==> src/rtl/noc_pkg.sv <==
// Shared flit definitions for the mesh NoC router ports.
// Latency: none (types, constants and a combinational helper only).
// Backpressure: none.
package noc_pkg;

    localparam int FLIT_TYPE_W = 2;
    localparam int FLIT_MAX_W  = 1024;

    localparam logic [FLIT_TYPE_W-1:0] FLIT_BODY   = 2'b00;
    localparam logic [FLIT_TYPE_W-1:0] FLIT_HEAD   = 2'b01;
    localparam logic [FLIT_TYPE_W-1:0] FLIT_TAIL   = 2'b10;
    localparam logic [FLIT_TYPE_W-1:0] FLIT_SINGLE = 2'b11;

    typedef enum logic {
        LOCK_IDLE = 1'b0,
        LOCK_HELD = 1'b1
    } lock_state_t;

    // Callers zero-extend the flit to FLIT_MAX_W and pass its real width.
    function automatic logic [FLIT_TYPE_W-1:0] flit_type(
        input logic [FLIT_MAX_W-1:0] data,
        input int unsigned           data_w
    );
        logic [FLIT_MAX_W-1:0] shifted;
        shifted = data >> (data_w - FLIT_TYPE_W);
        return shifted[FLIT_TYPE_W-1:0];
    endfunction

endpackage

==> src/rtl/noc_vc_fifo.sv <==
// Single-VC circular flit buffer with head->tail packet lock tracking.
// Latency: push visible at head next cycle; ack and lock are registered (1 cycle after pop).
// Backpressure: push while full and pop while empty are ignored; full is the upstream contract.
module noc_vc_fifo
    import noc_pkg::*;
#(
    parameter int  DATA_W = 35,
    parameter int  DEPTH  = 4,
    localparam int CNT_W  = $clog2(DEPTH + 1)
) (
    input  logic              clk,
    input  logic              rst_n,
    input  logic              push,
    input  logic [DATA_W-1:0] push_dat,
    input  logic              pop,
    output logic [DATA_W-1:0] head_dat,
    output logic [CNT_W-1:0]  count,
    output logic              full,
    output logic              empty,
    output logic              ack,
    output logic              lock
);

    localparam int PTR_W = $clog2(DEPTH);

    logic [DATA_W-1:0]      mem [DEPTH];
    logic [PTR_W-1:0]       wr_ptr;
    logic [PTR_W-1:0]       rd_ptr;
    logic                   push_ok;
    logic                   pop_ok;
    logic [FLIT_TYPE_W-1:0] head_type;
    lock_state_t            state_q;
    lock_state_t            state_d;

    assign full     = (count == CNT_W'(DEPTH));
    assign empty    = (count == '0);
    assign push_ok  = push && !full;
    assign pop_ok   = pop && !empty;
    // Empty VCs present zero so the head bus is deterministic out of reset.
    assign head_dat = empty ? '0 : mem[rd_ptr];
    assign head_type = flit_type(FLIT_MAX_W'(head_dat), DATA_W);

    always_ff @(posedge clk) begin
        if (push_ok) begin
            mem[wr_ptr] <= push_dat;
        end
    end

    always_ff @(posedge clk or negedge rst_n) begin
        if (!rst_n) begin
            wr_ptr <= '0;
            rd_ptr <= '0;
            count  <= '0;
            ack    <= 1'b0;
        end else begin
            ack <= pop_ok;
            if (push_ok) begin
                wr_ptr <= wr_ptr + 1'b1;
            end
            if (pop_ok) begin
                rd_ptr <= rd_ptr + 1'b1;
            end
            case ({push_ok, pop_ok})
                2'b10:   count <= count + CNT_W'(1);
                2'b01:   count <= count - CNT_W'(1);
                default: count <= count;
            endcase
        end
    end

    always_ff @(posedge clk or negedge rst_n) begin
        if (!rst_n) begin
            state_q <= LOCK_IDLE;
        end else begin
            state_q <= state_d;
        end
    end

    // Only HEAD opens and only TAIL closes; SINGLE, stray BODY/TAIL and nested HEAD leave state alone.
    always_comb begin
        state_d = state_q;
        if (pop_ok) begin
            case (state_q)
                LOCK_IDLE: if (head_type == FLIT_HEAD) state_d = LOCK_HELD;
                LOCK_HELD: if (head_type == FLIT_TAIL) state_d = LOCK_IDLE;
                default:   state_d = LOCK_IDLE;
            endcase
        end
    end

    always_comb begin
        lock = (state_q == LOCK_HELD);
    end

endmodule

==> src/rtl/noc_vc_input_buffer.sv <==
// Router input port: steers flits into NUM_VC FIFOs, exposes heads, returns credits; NOC_VCBUF_OVERFLOW_CHECK_EN enables sticky OERR.
// Latency: 1 cycle write-to-head; OACK/OLCK/OERR registered, 1 cycle after the causing event.
// Backpressure: ORDY per VC from registered count; writes to a full or nonexistent VC are dropped.
module noc_vc_input_buffer
    import noc_pkg::*;
#(
    parameter int  DATA_W = 35,
    parameter int  NUM_VC = 2,
    parameter int  DEPTH  = 4,
    localparam int VCH_W  = (NUM_VC > 1) ? $clog2(NUM_VC) : 1
) (
    input  logic                     clk,
    input  logic                     RST_,
    input  logic [DATA_W-1:0]        IDATA,
    input  logic                     IVALID,
    input  logic [VCH_W-1:0]         IVCH,
    output logic [NUM_VC-1:0]        ORDY,
    output logic [NUM_VC-1:0]        OACK,
    output logic [NUM_VC-1:0]        HVALID,
    output logic [NUM_VC*DATA_W-1:0] HDATA,
    input  logic [NUM_VC-1:0]        IPOP,
    output logic [NUM_VC-1:0]        OLCK,
    output logic                     OERR
);

    localparam int CNT_W = $clog2(DEPTH + 1);

    logic [NUM_VC-1:0] vc_sel;
    logic [NUM_VC-1:0] push;
    logic [NUM_VC-1:0] full;
    logic [NUM_VC-1:0] empty;
    logic [CNT_W-1:0]  count [NUM_VC];

    for (genvar v = 0; v < NUM_VC; v++) begin : g_vc
        // Out-of-range IVCH matches no VC, so it is dropped here without extra logic.
        assign vc_sel[v] = IVALID && (32'(IVCH) == v);
        assign push[v]   = vc_sel[v] && !full[v];
        assign ORDY[v]   = (count[v] < CNT_W'(DEPTH));
        assign HVALID[v] = !empty[v];

        noc_vc_fifo #(
            .DATA_W (DATA_W),
            .DEPTH  (DEPTH)
        ) u_fifo (
            .clk      (clk),
            .rst_n    (RST_),
            .push     (push[v]),
            .push_dat (IDATA),
            .pop      (IPOP[v]),
            .head_dat (HDATA[v*DATA_W +: DATA_W]),
            .count    (count[v]),
            .full     (full[v]),
            .empty    (empty[v]),
            .ack      (OACK[v]),
            .lock     (OLCK[v])
        );
    end

`ifdef NOC_VCBUF_OVERFLOW_CHECK_EN
    logic err_q;

    always_ff @(posedge clk or negedge RST_) begin
        if (!RST_) begin
            err_q <= 1'b0;
        end else if (IVALID && !(|push)) begin
            err_q <= 1'b1;
        end
    end

    assign OERR = err_q;
`else
    assign OERR = 1'b0;
`endif

endmodule
==> config.mk <==
export PLATFORM = sky130hd
export DESIGN_NAME = noc_vc_input_buffer
export DESIGN_NICKNAME = d
export VERILOG_FILES = /design/src/rtl/noc_pkg.sv /design/src/rtl/noc_vc_fifo.sv /design/src/rtl/noc_vc_input_buffer.sv
export SDC_FILE = /design/constraint.sdc
export NUM_CORES = 1
export LEC_CHECK = 0
export ABC_CLOCK_PERIOD_IN_PS = 3710
export BUFFER_PORTS_ARGS = -buffer_cell sky130_fd_sc_hd__buf_2
export CAP_MARGIN = 5
export CORE_MARGIN = 5
export CORE_UTILIZATION = 30
export CTS_CLUSTER_DIAMETER = 80
export CTS_CLUSTER_SIZE = 40
export DETAILED_ROUTE_END_ITERATION = 10
export GPL_TIMING_DRIVEN = 0
export HOLD_SLACK_MARGIN = 0.1
export PLACE_DENSITY = 0.43
export SLEW_MARGIN = 20
export SYNTH_ARGS = -nofsm -noshare
export SYNTH_HDL_FRONTEND = slang
export SYNTH_SLANG_ARGS = --single-unit
==> constraint.sdc <==
create_clock -name clk -period 3.71 [get_ports clk]
set_clock_uncertainty 0.15 [all_clocks]
set_input_delay 0.5565 -clock clk [delete_from_list [all_inputs] [get_ports clk]]
set_output_delay 0.5565 -clock clk [all_outputs]
set_load 0.01 [all_outputs]
==> flow_summary.yaml <==
run_status:
  outcome: "complete, no violations"
synth:
  yosysTopAreaCell: "edfxtp_1"
  synth_flop_cell: "edfxtp_1"
  yosys.area_share.simple_pct: 4.49
  synth_cell_types: 27
  synth_cells: 539
  synth-edff-count: 280
  syn_nets: 592
  synth_area_leaders: "edfxtp_1, mux4_2, and2_1, dfrtp_1, ha_1"
  synth-compound-area-share_pct: 0.786
  synthArstFlopShare_pct: 6.04
  synth_top_family_by_area: "multiplexers"
  synth_top_area_share_pct: 72.4
  synth_seq_cells: 298
  synth.area.mux_share_pct: 13.8
  synth_warnings: 0
  ys_seq_area_share_pct: 76.2
  synth.avg_cell_area_sq_um: 21.6
  synthAdderAreaFrac_pct: 1.42
  yosys.area_share.xor_xnor_pct: 0.904
  syn_area_sq_um: 11600
place:
  place_hpwl_um: 16400
  io_buffers: 118
  gp_congestion: 0.727
setup_path:
  path_cells: "or3_1, clkbuf_1, clkbuf_1, and2_1, buf_2"
  critPathBufInv: 3
  arrival_ps: 2640
  worst_ep_required_time_ps: 3000
  worstReg2RegStart: "g_vc[1].u_fifo.count[1]$_DFFE_PN0P_"
  cpMaxStageDelayCell: "clkbuf_1"
  end_kind: "primary output"
  startpoint: "g_vc[0].u_fifo.count[2]$_DFFE_PN0P_"
  worst_path_most_repeated_cell: "clkbuf_1"
  critical_path.top_delay_family: "buffers and inverters"
  path_class: "reg2out"
  crit_path_max_fanout: 10
  cp_slowest_stage_delay_ps: 550
  crit_path_start_kind: "flop"
cells_and_area:
  area_growth_pct: 16.0
  seq_area_sq_um: 8860
  drive_gt1_share_pct: 36.1
  final_core_util_pct: 35.1
  fillCellCount: 3657
  multiInputGateArea_sq_um: 2520
  nNetsFinal: 730
global_routing:
  grt_max_degree: 36
  grt_overflow: 0
  track_usage_pct: 12.5
  grt_pass1_vias: 5920
  grt_pass1_wl_um: 39400
  antenna_found_initial: 3
timing:
  slew_viol_final: 0
  slew_headroom_pct: 53.8
  max_freq_mhz: 299
  hold_viol_final: 0
  setup_tns_ps: 0
  hold_slack_ps: 165
  setup_viol: 0
  rsz0062_at_grt: "no"
  tightest_slew_ps: 693
  post-route-period-util_pct: 90.2
  period_minus_slack_ps: 3350
route:
  viasPerCell: 4.46
  num_vias: 5386
  drc: 0
  wl_per_cell_um: 22.3
  drtIter0Drc: 215
  postRouteAntennaNets: 0
  wirelength_um: 27000
  dr.pass1.iters: 5
cts:
  clk_latency_ps: 500
  clkTransAtPathRegs_ps: 90
  tritoncts: "done"
  cts-root-buf: "clkbuf_16"
  ctsLongestPathBuffers: 3
  cts_num_sinks: 298
  post_cts_resized: 0
  post_cts_buffers: 0
  cts-buffers-inserted: 17
  cts_max_level: 1
power_and_ir_drop:
  p_clk_share_pct: 21.6
  p_comb_share_pct: 36.7
  sw_frac_of_total_pct: 32.3
  peakVddDrop_mv: 0.383
  p_int_uw: 6910
  powerDensity_nw_per_um2: 757
  seq_power_share_pct: 41.7
  p_leak_uw: 0.00455
  switching_power_uw: 3300
worst_hold_path:
  worstHoldPathType: "in2reg"
  worstHoldStart: "IDATA[22]"
die:
  start_util_pct: 30.2
  die-area_sq_um: 42800
  die_w_um: 207
  io_pins: 120
  rows: 72
  core_sq_um: 38500
  die_h_um: 207
run:
  drv_cap: 0
cells in the final DEF, fill, tap and decap left out, types with 3 or more instances in the layout:
cell	instances
inv_1	18
mux4_2	70
and2_4	8
clkbuf_16	17
inv_6	5
o21ai_0	3
ha_1	10
edfxtp_1	280
xnor2_1	10
bufinv_16	3
buf_6	8
and2_1	70
buf_2	126
buf_4	5
dfrtp_1	18
clkbuf_1	8
flip-flops by register name, summed over array words and instances, names as in the netlist:
signal / flops
g_vc.u_fifo.mem: 280
g_vc.u_fifo.ack: 2
g_vc.u_fifo.lock: 2
g_vc.u_fifo.rd_ptr: 4
g_vc.u_fifo.count: 6
g_vc.u_fifo.wr_ptr: 4
cells by family (layout without fill, tap and decap cells):
kind of cell / count (synthesis) / in the layout
XOR/XNOR: 12 / 12
multiplexers: 73 / 73
AND/OR/NAND/NOR: 85 / 85
other: 1 / 3
flip-flops: 298 / 298
AO/OA/AOI/OAI: 11 / 11
buffers and inverters: 47 / 195
adder cells (fa/ha/maj): 12 / 12
through the flow:
| step | setup slack (ps) | instances | instance area (sq um) | total power, uW |
|---|---|---|---|---|
| CTS | 324 | 1205 | 13500 | 10500 |
| global route | 213 | 1206 | 13500 | 10800 |
| finish | 363 | 1207 | 13500 | 10200 |
| global placement | 142 | 1175 | 12900 | 8160 |
| floorplan | 1280 | 539 | 11600 | 6680 |
| detailed placement | 904 | 1175 | 12900 | 8230 |
Yosys cell counts (all sizes together) (3+ instances only):
cell	instances
inv	18
dfrtp	18
clkbuf	8
and2	78
o21ai	3
mux4	70
ha	10
xnor2	10
buf	21
edfxtp	280
worst paths after layout:
path | depth (start not counted) | slack, ps | end
setup / recovery | 5 | 360 | HDATA[24]
hold / removal | 1 | 170 | g_vc[1].u_fifo.mem[1][22]$_DFFE_PP_
setup reg to reg | 8 | 1430 | g_vc[1].u_fifo.count[2]$_DFFE_PN0P_
hold reg to reg | 1 | 400 | g_vc[0].u_fifo.count[0]$_DFFE_PN0P_
max in group asynchronous | 2 | 2710 | g_vc[0].u_fifo.ack$_DFF_PN0_
min in group asynchronous | 2 | 390 | g_vc[1].u_fifo.count[0]$_DFFE_PN0P_
power groups by stage:
stage | clock (uW) | sequential (uW) | combinational (uW)
after global placement | 0 | 4330 | 3830
after floorplan | 0 | 4300 | 2380
after global routing | 2400 | 4290 | 4110
final | 2210 | 4250 | 3750
after detailed placement | 0 | 4330 | 3890
after CTS | 2290 | 4260 | 3910
cell type report:
type                            instances  share of cell area, %
Sequential cell                       298                   65.7
Buffer                                 29                   1.47
Antenna cell                            2                 0.0371
Timing Repair Buffer                  119                   4.45
Tap cell                              518                   4.81
Multi-Input combinational cell        194                   18.7
Inverter                               18                  0.501
Clock inverter                         12                   1.22
Clock buffer                           17                   3.15
layer usage:
layer / up-vias / global-route usage (%) / part of all wire, %
li1: 2394 / - / -
met1: 2871 / 16.5 / 43
met2: 90 / 22.3 / 51
met3: 27 / 2.19 / 4.3
met4: 4 / 1.98 / 1.5
met5: - / 0 / 0.093
timing repair:
item / CTS / global route
endpoints found under the hold margin: 18 / 0
endpoints found under the setup margin: 0 / 0
hold buffers: 1 / 0
Note: power is estimated with default switching activity, not from simulation.
